### config.mk
export PLATFORM = sky130hd
export DESIGN_NAME = pc_file_ctrl
export DESIGN_NICKNAME = d
export VERILOG_FILES = /design/src/rtl/pc_file_ctrl_pkg.sv /design/src/rtl/pc_file_ctrl_ring_ptr.sv /design/src/rtl/pc_file_ctrl.sv
export SDC_FILE = /design/constraint.sdc
export NUM_CORES = 1
export LEC_CHECK = 0
export ABC_AREA = 1
export BUFFER_PORTS_ARGS = -buffer_cell sky130_fd_sc_hd__buf_2
export CAP_MARGIN = 10
export CORE_AREA = 5 5 74 103
export CTS_CLUSTER_DIAMETER = 80
export DETAILED_ROUTE_END_ITERATION = 8
export DIE_AREA = 0 0 79 108
export GPL_ROUTABILITY_DRIVEN = 0
export PLACE_DENSITY = 0.78
export SYNTH_ARGS = -nofsm -noshare
export SYNTH_HDL_FRONTEND = slang
export SYNTH_SLANG_ARGS = --single-unit
export TNS_END_PERCENT = 1
### constraint.sdc
create_clock -name clk -period 2.9 [get_ports clk]
set_input_delay 0.58 -clock clk [delete_from_list [all_inputs] [get_ports clk]]
set_output_delay 0.58 -clock clk [all_outputs]
set_load 0.02 [all_outputs]
### src/rtl/pc_file_ctrl_pkg.sv
// Shared widths and types for the PC-file allocation controller.
package pc_file_ctrl_pkg;

  localparam int PC_W    = 31;
  localparam int IDX_W   = 5;
  localparam int ENTRIES = 1 << IDX_W;

  typedef logic [IDX_W-1:0] idx_t;
  typedef logic [PC_W-1:0]  pc_word_t;

  typedef struct packed {
    logic     wen;
    idx_t     addr;
    pc_word_t data;
  } wport_t;

endpackage

### src/rtl/pc_file_ctrl_ring_ptr.sv
// Head/tail/count bookkeeping for the circular PC-file index allocator.
module pc_ring_ptr
  import pc_file_ctrl_pkg::*;
#(
  parameter int ADDR_SIZE = IDX_W
) (
  input  logic                 clk,
  input  logic                 rst,
  input  logic                 alloc,
  input  logic                 free,
  input  logic                 rewind,
  input  logic                 rewind_all,
  input  logic [ADDR_SIZE-1:0] rewind_idx,
  output logic [ADDR_SIZE-1:0] head,
  output logic [ADDR_SIZE-1:0] tail,
  output logic [ADDR_SIZE:0]   count,
  output logic                 full,
  output logic                 empty
);

  localparam logic [ADDR_SIZE:0] DEPTH = {1'b1, {ADDR_SIZE{1'b0}}};

  logic                 free_ok;
  logic [ADDR_SIZE-1:0] tail_next;
  logic [ADDR_SIZE-1:0] span;
  logic [ADDR_SIZE:0]   kept;

  assign empty = (count == '0);
  assign full  = (count == DEPTH);

  // A free on an empty ring is dropped so tail never overtakes head.
  assign free_ok   = free && !empty;
  assign tail_next = tail + ADDR_SIZE'(free_ok);
  assign span      = rewind_idx - tail;
  assign kept      = {1'b0, span} + (ADDR_SIZE+1)'(1) - (ADDR_SIZE+1)'(free_ok);

  always_ff @(posedge clk) begin
    if (!rst) begin
      head  <= '0;
      tail  <= '0;
      count <= '0;
    end else begin
      tail <= tail_next;
      if (rewind) begin
        if (rewind_all) begin
          head  <= tail_next;
          count <= '0;
        end else begin
          head  <= rewind_idx + ADDR_SIZE'(1);
          count <= kept;
        end
      end else begin
        head  <= head + ADDR_SIZE'(alloc);
        count <= count + (ADDR_SIZE+1)'(alloc) - (ADDR_SIZE+1)'(free_ok);
      end
    end
  end

endmodule

### src/rtl/pc_file_ctrl.sv
// PC-file index allocator with flush rewind and a registered, patch-priority write port.
module pc_file_ctrl
  import pc_file_ctrl_pkg::*;
#(
  parameter int WORD_SIZE = PC_W,
  parameter int ADDR_SIZE = IDX_W
) (
  input  logic                 clk,
  input  logic                 rst,
  input  logic                 alloc_valid,
  input  logic [WORD_SIZE-1:0] alloc_pc,
  output logic                 alloc_ready,
  output logic [ADDR_SIZE-1:0] alloc_idx,
  input  logic                 patch_valid,
  input  logic [ADDR_SIZE-1:0] patch_idx,
  input  logic [WORD_SIZE-1:0] patch_pc,
  input  logic                 free_valid,
  input  logic                 flush_valid,
  input  logic                 flush_all,
  input  logic [ADDR_SIZE-1:0] flush_idx,
  output logic [ADDR_SIZE-1:0] tail_idx,
  output logic [ADDR_SIZE:0]   count,
  output logic                 full,
  output logic                 empty,
  output logic                 wen0,
  output logic [ADDR_SIZE-1:0] waddr0,
  output logic [WORD_SIZE-1:0] wdata0
);

  logic                 alloc_fire;
  logic                 patch_fire;
  logic [ADDR_SIZE-1:0] head;
  wport_t               wport_p1;

  // Patches and flushes own the cycle; a same-cycle free never makes room.
  assign alloc_ready = !full && !patch_valid && !flush_valid;
  assign alloc_fire  = alloc_valid && alloc_ready;
  assign patch_fire  = patch_valid && !flush_valid;
  assign alloc_idx   = head;

  pc_ring_ptr #(
    .ADDR_SIZE (ADDR_SIZE)
  ) u_ptr (
    .clk        (clk),
    .rst        (rst),
    .alloc      (alloc_fire),
    .free       (free_valid),
    .rewind     (flush_valid),
    .rewind_all (flush_all),
    .rewind_idx (flush_idx),
    .head       (head),
    .tail       (tail_idx),
    .count      (count),
    .full       (full),
    .empty      (empty)
  );

  // Stage p1: write-port register feeding the PC file
  always_ff @(posedge clk) begin
    if (!rst) begin
      wport_p1 <= '0;
    end else if (patch_fire) begin
      wport_p1 <= '{wen: 1'b1, addr: patch_idx, data: patch_pc};
    end else if (alloc_fire) begin
      wport_p1 <= '{wen: 1'b1, addr: head, data: alloc_pc};
    end else begin
      wport_p1.wen <= 1'b0;
    end
  end

  assign wen0   = wport_p1.wen;
  assign waddr0 = wport_p1.addr;
  assign wdata0 = wport_p1.data;

endmodule

Yosys cells after proc, flatten, opt, wreduce, memory -nomap -nowiden --
Cells that the tools add are included.
Word-level totals: bits in latches 0, memory bits (read-only) 0, input port bits 79, word-level logic and storage cells 33, memories kept 0, bits in writable memories 0, output and inout port bits 56, bits in registers 53
Operators by class: reductions and logical operators 11, bitwise operators 0, $lt $le $gt $ge 0, divide/modulo/power cells 0, muxes and demuxes 7, multiply operators 0, shift-type cells 0, add/sub/neg operators 8, equality and inequality tests 1
Operator list (number):
- $mux 37 | 1
- $mux 36 | 1
- $mux 6 | 2
- $sub 6x1->6 | 2
- $add 5x1->5 | 2
- $mux 5 | 2
- $add 5x1->6 const B | 1
- $add 6x1->6 | 1
- $eq 6x6->1 const B | 1
- $logic_not 6->1 | 1
- $add 5x1->5 const B | 1
- $logic_and 1x1->1 | 5
- $sub 5x5->5 | 1
- $logic_not 1->1 | 4
- $reduce_bool 2->1 | 1
- $mux 1 | 1

Logic depth before layout (Yosys ltp) --
Gate-level depths: netlist of run 1.
depth in word-level cells 8, depth in mapped cells 16, depth with buffers taken out 16

Hierarchy --
From an unflattened synthesis of run 1, not the netlist that was laid out.
Unflattened totals: cells, all modules 569, area, all modules 3662.3 sq um
By module, submodules not included:
- pc_file_ctrl | times used 1, area each 2197.1 sq um, seq. area each 740.7 sq um, cells each 363
- pc_ring_ptr | times used 1, area each 1465.2 sq um, seq. area each 320.3 sq um, cells each 206

Least setup slack after synthesis of run 1 --
No wires, ideal clock.
path kind input -> register, from input flush_idx[0], to register u_ptr.count[5], data arrival time 2.504 ns, stages on the path 11, path buffers 0, slack 0.329 ns, setup time 0.067 ns, data required time 2.833 ns, path through inv_1 ha_1 fa_1 o21ai_1 xor2_1 inv_1 ha_1 or2_2 nand3_2 nand3_2 a21oi_2
On the way: word-level cells in the longest chain between the ends 5
Ends and longest elaborated chain:
- start, declared | RTL line pc_file_ctrl.sv:20 | input logic [ADDR_SIZE-1:0] flush_idx,
- $sub 5x5->5 | RTL line pc_file_ctrl_ring_ptr.sv:34 | assign span = rewind_idx - tail;
- $add 5x1->6 | RTL line pc_file_ctrl_ring_ptr.sv:35 | assign kept = {1'b0, span} + (ADDR_SIZE+1)'(1) - (ADDR_SIZE+1)'(free_ok);
- $sub 6x1->6 | RTL line pc_file_ctrl_ring_ptr.sv:35
- $mux 6 | RTL line pc_file_ctrl_ring_ptr.sv:45 | if (rewind_all) begin
- $mux 6 | RTL line pc_file_ctrl_ring_ptr.sv:44 | if (rewind) begin
- end signal, assigned | RTL line pc_file_ctrl_ring_ptr.sv:50 | count <= kept;
- end signal, assigned | RTL line pc_file_ctrl_ring_ptr.sv:54 | count <= count + (ADDR_SIZE+1)'(alloc) - (ADDR_SIZE+1)'(free_ok);
- end, declared | RTL line pc_file_ctrl_ring_ptr.sv:16 | output logic [ADDR_SIZE:0] count,
No other way between the ends. A chain may end at the register's enable or synchronous reset.

Final worst setup path of run 1 --
from register u_ptr.count[2], to register u_ptr.count[4]
On the way: word-level cells in the longest chain between the ends 8, elaborated cells on any way between the ends 13, those cells by class add/sub: 3; eq/ne: 1; mux: 2; reduce/logical: 7
Ends and longest elaborated chain:
- $eq 6x6->1 | RTL line pc_file_ctrl_ring_ptr.sv:29 | assign full = (count == DEPTH);
- $logic_not 1->1 | RTL line pc_file_ctrl.sv:36 | assign alloc_ready = !full && !patch_valid && !flush_valid;
- $logic_and 1x1->1 (2 in series) | RTL line pc_file_ctrl.sv:36
- $logic_and 1x1->1 | RTL line pc_file_ctrl.sv:37 | assign alloc_fire = alloc_valid && alloc_ready;
- $add 6x1->6 | RTL line pc_file_ctrl_ring_ptr.sv:54
- $sub 6x1->6 | RTL line pc_file_ctrl_ring_ptr.sv:54
- $mux 6 (*) | RTL line pc_file_ctrl_ring_ptr.sv:44
Every way passes the cells marked *; elsewhere a longest branch is shown, timed or not.

==> results of run 1 <==
## sequential cells by signal, indices dropped and copies added (netlist names)
name and cells:
u_ptr.count 6, waddr0 5, u_ptr.head 5, wen0 1, wdata0 31, u_ptr.tail 5
## worst max-delay path, cell delays in order (launching register included)
cell	delay [ns]
sky130_fd_sc_hd__dfxtp_1	0.34
sky130_fd_sc_hd__inv_1	0.08
sky130_fd_sc_hd__ha_1	0.18
sky130_fd_sc_hd__nand3_1	0.10
sky130_fd_sc_hd__o21ai_1	0.21
sky130_fd_sc_hd__inv_1	0.12
sky130_fd_sc_hd__ha_1	0.29
sky130_fd_sc_hd__inv_1	0.06
sky130_fd_sc_hd__ha_1	0.15
sky130_fd_sc_hd__inv_1	0.05
sky130_fd_sc_hd__fa_1	0.35
sky130_fd_sc_hd__inv_1	0.09
sky130_fd_sc_hd__a21oi_1	0.06
sky130_fd_sc_hd__o21a_1	0.18
sky130_fd_sc_hd__xnor2_1	0.13
sky130_fd_sc_hd__nand2_1	0.07
sky130_fd_sc_hd__a21oi_1	0.13
## logic make-up after synthesis
logic type               after synthesis  synth area share [%]
AND/OR/NAND/NOR                      136                 21.04
AO/OA/AOI/OAI                        101                 19.53
buffers and inverters                 67                 9.849
flip-flops                            53                 35.54
adder cells (fa/ha/maj)               24                 10.56
XOR/XNOR                              11                 3.479
## per-layer routing
metal | part of all wire [%] | wire [um]
met4 | 1.6 | 132
met5 | 0 | 0
met3 | 7.9 | 653
met2 | 51 | 4179
met1 | 40 | 3309
## worst max path at each step
| stage | slack, ns | cells after the start | endpoint |
|---|---|---|---|
| global placement | 0.13 | 12 | u_ptr.count[5] |
| detailed placement | 0.03 | 12 | u_ptr.count[5] |
| floorplan | 0.33 | 11 | u_ptr.count[5] |
| CTS | 0.12 | 16 | u_ptr.count[4] |
| finish | 0.22 | 16 | u_ptr.count[4] |
| global route | 0.03 | 16 | u_ptr.count[4] |
## final cells by class
cell class	count	area share, %
Clock buffer	6	2.175
Multi-Input combinational cell	272	42.93
Clock inverter	2	0.9885
Tap cell	74	2.438
Inverter	48	4.942
Sequential cell	53	27.94
Timing Repair Buffer	137	18.58
## power breakdown
| group | internal (W) | switching (W) | leakage, nW |
|---|---|---|---|
| Clock | 0.000281 | 0.000236 | 0.0574 |
| Combinational | 0.000441 | 0.000679 | 1.47 |
| Sequential | 0.000827 | 0.0000737 | 0.437 |
## placed cells by master, fill, tap and decap left out, types with 2 or more instances in the layout
| master | count |
|---|---|
| sky130_fd_sc_hd__nand3_2 | 6 |
| sky130_fd_sc_hd__buf_4 | 2 |
| sky130_fd_sc_hd__nand3_1 | 17 |
| sky130_fd_sc_hd__o21ai_0 | 18 |
| sky130_fd_sc_hd__nand2_1 | 91 |
| sky130_fd_sc_hd__o221ai_1 | 2 |
| sky130_fd_sc_hd__o211ai_1 | 2 |
| sky130_fd_sc_hd__or2_2 | 3 |
| sky130_fd_sc_hd__clkbuf_8 | 6 |
| sky130_fd_sc_hd__dfxtp_1 | 53 |
| sky130_fd_sc_hd__xor2_1 | 7 |
| sky130_fd_sc_hd__a31oi_1 | 36 |
| sky130_fd_sc_hd__ha_1 | 22 |
| sky130_fd_sc_hd__fa_1 | 2 |
| sky130_fd_sc_hd__nand4_1 | 3 |
| sky130_fd_sc_hd__nand2_2 | 5 |
| sky130_fd_sc_hd__o21ai_1 | 22 |
| sky130_fd_sc_hd__nor2_1 | 8 |
| sky130_fd_sc_hd__a21oi_1 | 15 |
| sky130_fd_sc_hd__xnor2_1 | 3 |
| sky130_fd_sc_hd__buf_2 | 134 |
| sky130_fd_sc_hd__a21oi_2 | 2 |
| sky130_fd_sc_hd__inv_1 | 45 |
## stage by stage
stage | instance area, um2 | util [%]
after floorplan | 2985 | -
after global placement | 3677 | 56.36
after detailed placement | 3677 | 56.36
after CTS | 3797 | 58.20
after global routing | 3797 | 58.20
final | 3797 | 58.20
==> results.md, run 1 <==
Status:
- The run finished with clean final reports.

Setup path:
- The data required time of the worst path is 3.13 ns.
- The beginning of the critical path is u_ptr.count[2].
- The setup path with the least slack is of type flip-flop to flip-flop.
- The minimum setup slack among reg-to-reg paths is 0.22 ns.
- STA puts the critical path data arrival time at 2.91 ns.
- The worst setup path is captured at a flip-flop.
- Along the worst path, the maximum fanout reaches 3.
- The worst register-to-register path begins at u_ptr.count[2].
- The worst reg2reg path depth is 16.
- The destination of the worst register-to-register timing path is u_ptr.count[4].
- The kind of start point of the critical path is a flip-flop.

Global route:
- The number of antenna violations at the first check in global routing is 0.
- Global routing consumed, on the met2 layer, 35.00% of the routing resources.
- For this run, global-route usage on met3 was measured as 4.750%.
- Summed over all layers, the global routing overflow is 0.
- The maximum number of pins on one net before global-route repair is 66.
- The via count of the first global-routing pass came to 3045.
- The most crowded layer after global routing is met2.
- The global-route wire length before repair is 13.54 mm.
- The total global-route track usage is 19.58%.
- The global-route track usage on met1 is 22.91%.

Yosys:
- In this run the cell area of the synthesized design comes to 2985 um2.
- In the synthesized netlist, the number of instances is 392.
- The synthesized design contains 0 enable-type register cells.
- The count of unique library cells instantiated by Yosys is 35.
- The library cell with the largest summed area after synthesis is sky130_fd_sc_hd__dfxtp_1.
- Summed over its instances, the top area cell type makes up 35.54% of the synthesized netlist area.
- The share of the Yosys chip area taken by registers is 35.54%.
- The number of nets handed over by synthesis was 495.
- By area the synthesized netlist is led by sky130_fd_sc_hd__dfxtp_1 (36%), sky130_fd_sc_hd__nand2_1 (11%), sky130_fd_sc_hd__ha_1 (9.2%), sky130_fd_sc_hd__a31oi_1 (7.5%), sky130_fd_sc_hd__inv_1 (5.7%).
- The total of warnings raised by yosys is 0.
- Among all cell types in the netlist, the one instantiated most often is sky130_fd_sc_hd__nand2_1.
- The post-synthesis register bit count is 53.
- The synthesized area per cell is 7.616 um2.
- The leading register cell type out of synthesis is sky130_fd_sc_hd__dfxtp_1.
- Counting instances in the post-synthesis netlist gives the leading cell types as sky130_fd_sc_hd__nand2_1 (91), sky130_fd_sc_hd__dfxtp_1 (53), sky130_fd_sc_hd__inv_1 (45), sky130_fd_sc_hd__a31oi_1 (36), sky130_fd_sc_hd__ha_1 (22).
- Counting flops with an async set or reset pin after synthesis yields a share of 0%.

Place:
- Buffers placed on the I/O ports in this run total 134.
- The setup slack at placement is 0.03122 ns.
- Summed over all nets, the half-perimeter wirelength after detailed placement is 6.535 mm.
- The number of placed instances, taps included, is 584.

Finish:
- From synthesis to final layout, the design area changed by 27.20%.
- The filler cell count in the final layout is 596.
- The antenna cell count is 0.
- The final standard cell count with taps included and fillers excluded is 592.
- The number of nets in the final layout is 620.
- The storage element area is 1061 um2.
- The multi-input combinational cells in the finished layout cover a total of 1630 um2.
- Cells with a size suffix above 1 make up 32.63% of the layout.

STA:
- Setup repair after global routing left no endpoint under its margin.
- The final number of hold-violating endpoints was 0.
- Across all hold checks on the routed design, the worst slack comes to 0.4907 ns.
- The number of pins with negative max-slew slack in the final report is 0.
- At the pin with the least slew margin, the transition time is 0.5079 ns.
- The post-layout minimum cycle time is 2.679 ns.
- The peak clock frequency supported by timing is 373.3 MHz.
- Setup violations remaining at the end of the flow were counted as 0.
- The slack of the critical path is 0.2209 ns.
- For the final routed database, the setup TNS stands at 0 ns.
- The largest clock skew in the final design is 0.008613 ns.
- The headroom to the max-slew limit is 66.10%.
- Of the available clock period, the critical path in the final layout requires 92.38%.

CTS:
- The maximum buffer depth of the clock tree is 2.
- For this design, the CTS-stage hold fixing added 0 buffers.
- The H-tree generated during clock tree synthesis spans 2 levels.
- Buffers added to address setup during post-CTS repair amount to 0.
- The root buffer cell chosen for the clock tree is sky130_fd_sc_hd__clkbuf_8.
- After clock tree synthesis, the clock-pin slew on the worst setup and hold paths is 0.09 ns.
- Clock latency on the worst-skew pair, taken at its later pin, is 0.29 ns.
- The count of clock tree sinks is 53.
- The number of gates resized after CTS was 0.
- The clock tree from TritonCTS is built.
- In this run, CTS created clock tree buffers numbering 5.

Floorplanning:
- In this run the vertical extent of the chip is 108 um.
- The area of the die is 8532 um2.
- The number of top-level pins is 135.
- The initial utilization of the core area, before any placement, comes to 45.75%.
- Row generation in the floorplan step produced 35 rows.
- The width of the die is 79 um.
- The placeable core region is 6525 um2.

Routing:
- The number of vias per cell is 5.167.
- For this run, design rule violations remaining after detail routing come to 0.
- The routed wire length is 8.275 mm.
- The via count is 3059.
- The average wire per cell in the routed design is 13.98 um.
- The count of TritonRoute iterations in the first routing pass is 4.
- The detail route stage leaves a number of antenna-violating nets equal to 0.
- The violation count after the first detailed-routing iteration is 124.

Min path:
- The path type of the worst min-delay path is flip-flop to flip-flop.
- The hold path startpoint is waddr0[4].
- The number of stages on the worst hold path is 2.
- The end point of the most critical hold path is waddr0[4].

Job:
- The max capacitance violation total is 0.

Power and ir drop:
- Overall power consumption after layout is estimated at 0.002538 W.
- IR analysis of the VDD net gives a maximum drop of 0.2829 mV.
- The static leakage is 1.963 nW.
- The ratio of total power to cell area is 668.3 nW/um2.
No activity file was read; power rests on OpenSTA's default activity.
==> run 2: changes to the inputs <==
--- a/config.mk
+++ b/config.mk
@@ -5,15 +5,14 @@
 export SDC_FILE = /design/constraint.sdc
 export NUM_CORES = 1
 export LEC_CHECK = 0
-export ABC_AREA = 1
 export BUFFER_PORTS_ARGS = -buffer_cell sky130_fd_sc_hd__buf_2
 export CAP_MARGIN = 10
-export CORE_AREA = 5 5 74 103
+export CORE_AREA = 5 5 81 113
 export CTS_CLUSTER_DIAMETER = 80
 export DETAILED_ROUTE_END_ITERATION = 8
-export DIE_AREA = 0 0 79 108
+export DIE_AREA = 0 0 86 118
 export GPL_ROUTABILITY_DRIVEN = 0
-export PLACE_DENSITY = 0.78
+export PLACE_DENSITY = 0.68
 export SYNTH_ARGS = -nofsm -noshare
 export SYNTH_HDL_FRONTEND = slang
 export SYNTH_SLANG_ARGS = --single-unit
==> run 2 against run 1 <==
Net effect: setup slack better by 0.049 ns; die area is 19% higher; via count is 8.8% lower; critical path type is now primary input to flip-flop; sequential power hardly changed; largest power group unchanged.
==> results.md, run 2 <==
Setup path:
- The kind of start point of the critical path is a primary input.
- Along the worst path, the maximum fanout reaches 4.
- The type of destination of the critical path is a flip-flop.
- The critical path class is primary input to flip-flop.
- The data required time of the worst path is 3.08 ns.
- For the worst setup path, the data arrival time is 2.81 ns.

Min path:
- The min-delay analysis places its worst path in the category flip-flop to flip-flop.

Yosys:
- In this run the mean area of a mapped cell was 9.423 um2.
- The post-synthesis instance area is 3138 um2.
- After synthesis the netlist holds a flip-flop and latch count of 53.
- The total of warnings raised by yosys is 0.
- In this run the biggest area consumer among cell types represents 33.81% of the synthesized area.
- The synthesized design spends more area on one cell type than any other, namely sky130_fd_sc_hd__dfxtp_1.
- After synthesis, the cell types taking the most area are sky130_fd_sc_hd__dfxtp_1 (34%), sky130_fd_sc_hd__o211a_1 (13%), sky130_fd_sc_hd__mux2i_1 (11%), sky130_fd_sc_hd__ha_1 (8.8%), sky130_fd_sc_hd__nand2_1 (5.5%).
- The most frequently used cell type in the post-synthesis netlist is sky130_fd_sc_hd__dfxtp_1.
- The sequential-to-total area share from yosys stat is 33.81%.
- The cell count after synthesis came out at 333.
- The number of enable-type register cells in the synthesized netlist is 0.
- Synthesis instantiated 35 different standard cells from the library.
- The most used flip-flop cell after synthesis is sky130_fd_sc_hd__dfxtp_1.
- The commonest cells after synthesis are sky130_fd_sc_hd__dfxtp_1 (53), sky130_fd_sc_hd__nand2_1 (46), sky130_fd_sc_hd__o211a_1 (41), sky130_fd_sc_hd__mux2i_1 (33), sky130_fd_sc_hd__inv_1 (23).
- The number of nets produced by synthesis is 436.
- For this run, asynchronously set or reset flops after synthesis account for 0%.

Floorplanning:
- The die covers 10150 um2.
- In this run the vertical extent of the chip is 118 um.
- In this run the horizontal extent of the chip is 86 um.
- The initial utilization of the core area, before any placement, comes to 38.97%.
- The number of top-level pins is 135.
- The placeable core region is 8051 um2.
- The floorplan has 39 rows.

STA:
- The worst path meets setup with 0.2695 ns of slack.
- Between clock sinks in the finished design, the worst skew comes to 0.007650 ns.
- The transition time at the pin with the least slew margin is 0.5834 ns.
- Setup repair after global routing left no endpoint under its margin.
- Derived from the worst setup path, the maximum achievable clock frequency is 380.2 MHz.
- The final total negative setup slack is 0 ns.
- The number of pins with negative max-slew slack in the final report came to 0.
- After layout, the minimum clock period comes to 2.631 ns.
- The headroom to the max-slew limit is 61.11%.
- Setup violations remaining at the end of the flow were counted as 0.
- The final critical path takes up 90.71% of the cycle.
- The final number of hold-violating endpoints was 0.

CTS:
- No sink is reached through more buffers than the 2 on the longest clock path.
- The number of buffers added for setup after CTS is 0.
- The H-tree generated during clock tree synthesis spans 2 levels.
- TritonCTS built the clock tree.
- Once the clock tree was built, the resizer swapped 0 gates to a different size.
- The clock-pin slew of the registers on the worst-case setup and hold paths is 0.07 ns.
- Clock tree synthesis inserted a total of 5 buffers.
- For this design, the sink count on the clock tree is 53.
- CTS placed an instance of sky130_fd_sc_hd__clkbuf_16 at the clock tree root.
- At the later pin of the worst-skew pair, clock insertion delay measures 0.30 ns.
- The count of hold buffers inserted by post-cts repair is 0.

Global route:
- The number of antenna violations at the first check in global routing is 0.
- The remaining global-route overflow is 0.
- The global-route wire length before repair is 12.85 mm.
- The via count of the first global-routing pass is 2926.
- The total global-route track usage is 15.35%.
- Entering global routing, the biggest net connects 45 pins.

Power and ir drop:
- Summed over all cells, the static leakage comes to 2.455 nW.
- The ratio of total power to cell area is 669.4 nW/um2.
- The worst-case vdd ir drop is 0.4694 mV.

Finish:
- The relative area change from synthesis to final layout is 28.11%.
- 0 antenna diodes ended up in the layout.
- The number of nets in the final layout is 564.
- The final non-filler cell area is 4020 um2.
- The final core utilization is 49.93%.
- Leaving out fill and tap cells, the most frequent cell in the layout is sky130_fd_sc_hd__buf_2.
- Leaving out fill and tap cells, the most frequent cells in the layout are sky130_fd_sc_hd__buf_2 (134), sky130_fd_sc_hd__dfxtp_1 (53), sky130_fd_sc_hd__nand2_1 (46), sky130_fd_sc_hd__o211a_1 (41), sky130_fd_sc_hd__mux2i_1 (33).
- The flip-flop count of the largest register after layout is 31.
- The fraction of final layout cells with drive strength greater than 1 is 33.55%.
- After the flow finishes, the layout carries non-filler instances totaling 564.

Routing:
- The number of vias per cell is 4.949.
- The met2 wirelength from detailed routing is 3.788 mm.
- The detailed router used layers up to and including met4.
- In the final routed layout, each cell accounts on average for 13.69 um.
- The via count is 2791.
- For this block, the routed nets add up to 7.720 mm of wire.
- After detailed routing, the number of remaining DRC violations is 0.
- After detailed routing, the wire length on met1 is 3.055 mm.
- The number of nets with antenna violations after detailed routing is 0.
- The pre-antenna-repair detailed-routing pass consisted of 4 iterations.
- The routed design uses 738 um of met3 wire.
- The first routing iteration left 51 violations.

Place:
- The setup slack at placement is -0.02831 ns.
- The cell count after placement is 556.
- Summed over all nets, the half-perimeter wirelength after detailed placement is 6.151 mm.
- Buffers placed on the I/O ports in this run total 134.
- The placed instances occupy a cell area of 3874 um2.

Status:
- The run finished with clean final reports.

Job:
- The tool flagged a number of max-cap violations equal to 0.
==> run 2: cell type report <==
cell class,count,area [um2]
Clock buffer,5,125.1
Clock inverter,3,21.27
Fill cell,804,4031
Inverter,23,86.33
Multi-Input combinational cell,236,1856
Sequential cell,53,1061
Tap cell,102,127.6
Timing Repair Buffer,142,743.2
==> run 2: logic make-up after synthesis <==
kind of cell / Yosys count / synth area share, %
flip-flops: 53 / 33.81
multiplexers: 33 / 10.53
AND/OR/NAND/NOR: 91 / 14.35
adder cells (fa/ha/maj): 24 / 10.05
XOR/XNOR: 21 / 5.861
buffers and inverters: 44 / 7.137
AO/OA/AOI/OAI: 67 / 18.26
==> run 2: metal layers <==
metal,track usage (%),vias to the layer above
met1,16.73,1273
met3,5.742,10
met5,0,-
met2,26.93,97
li1,-,1411
met4,4.851,0
==> run 2: path summary, 6_finish.rpt <==
| path | start | endpoint | slack, ns | cells after the start |
|---|---|---|---|---|
| setup reg to reg | u_ptr.count[2] | u_ptr.count[5] | 0.29 | 14 |
| hold / removal | wdata0[21] | wdata0[21] | 0.50 | 1 |
| hold reg to reg | wdata0[21] | wdata0[21] | 0.50 | 1 |
| setup / recovery | flush_idx[0] | u_ptr.count[5] | 0.27 | 14 |
==> run 2: metrics by stage <==
stage / total power, W / hold slack, ns
after floorplan: 0.001770 / 0.6215
after global placement: 0.002092 / 0.4741
after detailed placement: 0.002114 / 0.4818
after CTS: 0.002733 / 0.4987
after global routing: 0.002911 / 0.5090
final: 0.002691 / 0.4953
==> run 2: worst max-delay path: stages <==
cell	delay (ns)
sky130_fd_sc_hd__buf_2	0.11
sky130_fd_sc_hd__inv_1	0.05
sky130_fd_sc_hd__ha_1	0.21
sky130_fd_sc_hd__fa_1	0.48
sky130_fd_sc_hd__inv_1	0.04
sky130_fd_sc_hd__ha_1	0.20
sky130_fd_sc_hd__inv_1	0.06
sky130_fd_sc_hd__ha_1	0.18
sky130_fd_sc_hd__inv_1	0.08
sky130_fd_sc_hd__a221oi_1	0.30
sky130_fd_sc_hd__nor2_1	0.09
sky130_fd_sc_hd__o22ai_1	0.15
sky130_fd_sc_hd__xor2_1	0.18
sky130_fd_sc_hd__o22ai_1	0.09
==> run 2: power by group <==
part	switching (W)	total [W]	internal, W
clock network	0.000285	0.000607	0.000322
registers	0.0000693	0.000898	0.000829
logic	0.000653	0.00119	0.000533
==> run 3: changes to the inputs <==
--- a/config.mk
+++ b/config.mk
@@ -12,7 +12,7 @@
 export DETAILED_ROUTE_END_ITERATION = 8
 export DIE_AREA = 0 0 86 118
 export GPL_ROUTABILITY_DRIVEN = 0
-export PLACE_DENSITY = 0.68
+export PLACE_DENSITY = 0.66
 export SYNTH_ARGS = -nofsm -noshare
 export SYNTH_HDL_FRONTEND = slang
 export SYNTH_SLANG_ARGS = --single-unit
==> run 3 against run 2 <==
Net effect: register-to-register slack got worse by 0.02 ns; via count increased by 0.47%; design area increased by 0.56%; sequential share of layout area decreased by 0.15 points; non-clock buffer count unchanged; die area unchanged; combinational power about the same; fmax decreased by 2.7%; critical path depth decreased by 1; sequential power about the same.
==> results.md, run 3 (synthesized netlist as in run 2, its figures left out) <==
Routing:
- The average wire per cell in the routed design is 14.22 um.
- The post-route DRC violation count is 0.
- After detailed routing, the total wire length is 8.021 mm.
- The detailed router placed 2804 vias in this run.
- After detailed routing, the number of vias per cell comes to 4.972.
- The count of TritonRoute iterations in the first routing pass is 4.
- The count of nets left with antenna violations once routing finished came out at 0.
- After the first detailed-routing iteration, the DRC count stood at 99.

CTS:
- TritonCTS built the clock tree.
- The count of H-tree levels built during CTS is 2.
- The cell sitting at the root of the clock tree is a sky130_fd_sc_hd__clkbuf_16.
- The later pin in the worst-skew pair is clocked with a latency of 0.29 ns.
- The count of hold buffers inserted by post-cts repair is 0.
- After clock tree synthesis, the clock-pin slew on the worst setup and hold paths is 0.07 ns.
- After clock tree synthesis, the setup repair step added 0 buffers.
- The number of gates resized after CTS was 0.
- The number of buffers created by CTS is 5.
- The clock passes through at most 2 buffers.
- The count of clock tree sinks is 53.

STA:
- For the pin with the worst max-slew slack, the measured transition is 0.5502 ns.
- Setup violations remaining at the end of the flow were counted as 0.
- The number of pins with negative max-slew slack in the final report is 0.
- Measured against its own limit, the worst slew margin works out to 63.32%.
- On the final layout, the worst clock skew is 0.006959 ns.
- For this run, the top clock speed supported by timing is 369.9 MHz.
- The smallest clock period supported by the final layout is computed as 2.703 ns.
- Setup repair after global routing left no endpoint under its margin.
- The final number of hold-violating endpoints was 0.
- The share of the clock period used by the worst path is 93.21%.

Setup path:
- The kind of start point of the critical path is a primary input.
- In this design, the stage delay of the slowest critical-path cell is 0.44 ns.
- The minimum setup slack among reg-to-reg paths is 0.27 ns.
- The critical path in this run is classified as primary input to flip-flop.
- The worst setup path endpoint is u_ptr.count[5].
- Traced cell by cell, the critical path runs through buf_2 > inv_1 > ha_1 > fa_1 > nor2b_1 > o21a_1 > nor2_1 > xnor2_1 > ha_1 > o21a_1 > o22ai_1 > xor2_1 > o22ai_1.
- The count of buffering cells on the critical path with inverters included is 2.
- The standard cell with the maximum stage delay on the critical path is sky130_fd_sc_hd__fa_1.
- The worst register-to-register path begins at u_ptr.count[2].
- The destination of the worst register-to-register timing path is u_ptr.count[5].
- The number of cells on the worst reg-to-reg path is 14.
- The largest driver fanout on the critical path is 4.
- The beginning of the critical path is flush_idx[0].
- STA classifies the critical path endpoint as a flip-flop.
- The critical path runs through a total of 13 cells.
- The cell family contributing the most delay on the critical path is adder cells.
- STA puts the critical path data required time at 3.07 ns.
- At the worst endpoint, the arrival time is 2.87 ns.

Min path:
- The number of stages on the worst hold path is 1.
- The path type of the worst min-delay path is flip-flop to flip-flop.

Finish:
- After routing the design area is 4043 um2.
- The number of nets in the final layout is 564.
- The final core utilization is 50.21%.
- Leaving out fill and tap cells, the most frequent cell in the layout is sky130_fd_sc_hd__buf_2.
- Leaving out fill and tap cells, the most frequent cells in the layout are sky130_fd_sc_hd__buf_2 (134), sky130_fd_sc_hd__dfxtp_1 (53), sky130_fd_sc_hd__nand2_1 (46), sky130_fd_sc_hd__o211a_1 (41), sky130_fd_sc_hd__mux2i_1 (33).
- From synthesis to final layout, the design area changed by 28.83%.
- In the final layout, the share of cells above drive strength 1 is 33.55%.
- The flip-flop count of the largest register after layout is 31.
- The repair_antennas step left the layout with diodes totalling 0.

Global route:
- The remaining global-route overflow is 0.
- The number of antenna violations at the first check in global routing is 0.
- Global routing used 15.90% of the available tracks across all layers.
- The first global-routing pass estimated 13.13 mm of wire.
- Entering global routing, the biggest net connects 66 pins.
- The via count of the first global-routing pass is 2846.

Floorplanning:
- The initial core utilization is 38.97%.
- The number of top-level pins is 135.
- The width of the die is 86 um.
- The area of the die is 10150 um2.
- The number of rows created at floorplan is 39.
- The total area inside the core boundary comes to 8051 um2.
- In this run the vertical extent of the chip is 118 um.

Place:
- The HPWL reported at the end of detailed placement is 6.346 mm.
- In this run the tool buffered the top-level ports with 134 buffer cells.
- The placed standard-cell area is 3886 um2.

Power and ir drop:
- The ratio of total power to cell area is 675.5 nW/um2.
- Summed over all cells, the static leakage comes to 2.467 nW.
- VDD sags by at most 0.4720 mV.

Job:
- Across the run, the number of max-cap violations was 0.

Status:
- The flow ran to the end, and the final reports show no timing, DRC or antenna violations.
run 3: power breakdown:
part / total, W / switching, W / internal, W
Combinational: 0.00121 / 0.000673 / 0.000540
Clock: 0.000618 / 0.000269 / 0.000348
Sequential: 0.000901 / 0.0000723 / 0.000829
Total: 0.00273 / 0.00101 / 0.00172
run 3: cell type report:
class                      instances  area, um2
tap                              102      127.6
clock buffer                       6      138.9
multi-input combinational        236       1856
clock inverter                     2      17.52
inverter                          23      86.33
timing repair buffer             142      755.7
sequential                        53       1061
fill                             787       4009
run 3: stage by stage:
stage          hold WS [ns]  worst slack [ns]  std cells  total power [W]  setup TNS [ns]
3_3_place_gp         0.4754           0.06802        556         0.002122               0
4_1_cts              0.4996            0.2181        564         0.002784               0
3_5_place_dp         0.4813          -0.04570        556         0.002146        -0.04570
2_1_floorplan        0.6215            0.2459        333         0.001770               0
6_report             0.4936            0.1968        564         0.002731               0
5_1_grt              0.5123           0.03558        564         0.002954               0
run 3: worst register-to-register path, delay by kind of cell (launching register included):
kind                     cells  cell delay, ns
AO/OA/AOI/OAI                5            0.76
adder cells (fa/ha/maj)      3            0.69
flip-flops                   1            0.35
AND/OR/NAND/NOR              2            0.32
buffers and inverters        3            0.23
XOR/XNOR                     1            0.16
run 3: worst min path at each step:
stage	slack, ns	startpoint	end
after CTS	0.50	wdata0[24]	wdata0[24]
after global routing	0.51	wdata0[24]	wdata0[24]
final	0.49	wdata0[24]	wdata0[24]
after detailed placement	0.48	wdata0[30]	wdata0[30]
after global placement	0.48	wdata0[20]	wdata0[20]
after floorplan	0.62	wdata0[21]	wdata0[21]
run 3: metal layers:
metal | wire (um) | GRT usage, % | up-vias
li1 | - | - | 1410
met1 | 3237 | 18.35 | 1285
met2 | 4006 | 27.56 | 99
met3 | 651 | 4.902 | 10
met4 | 126 | 4.851 | 0
met5 | 0 | 0 | -
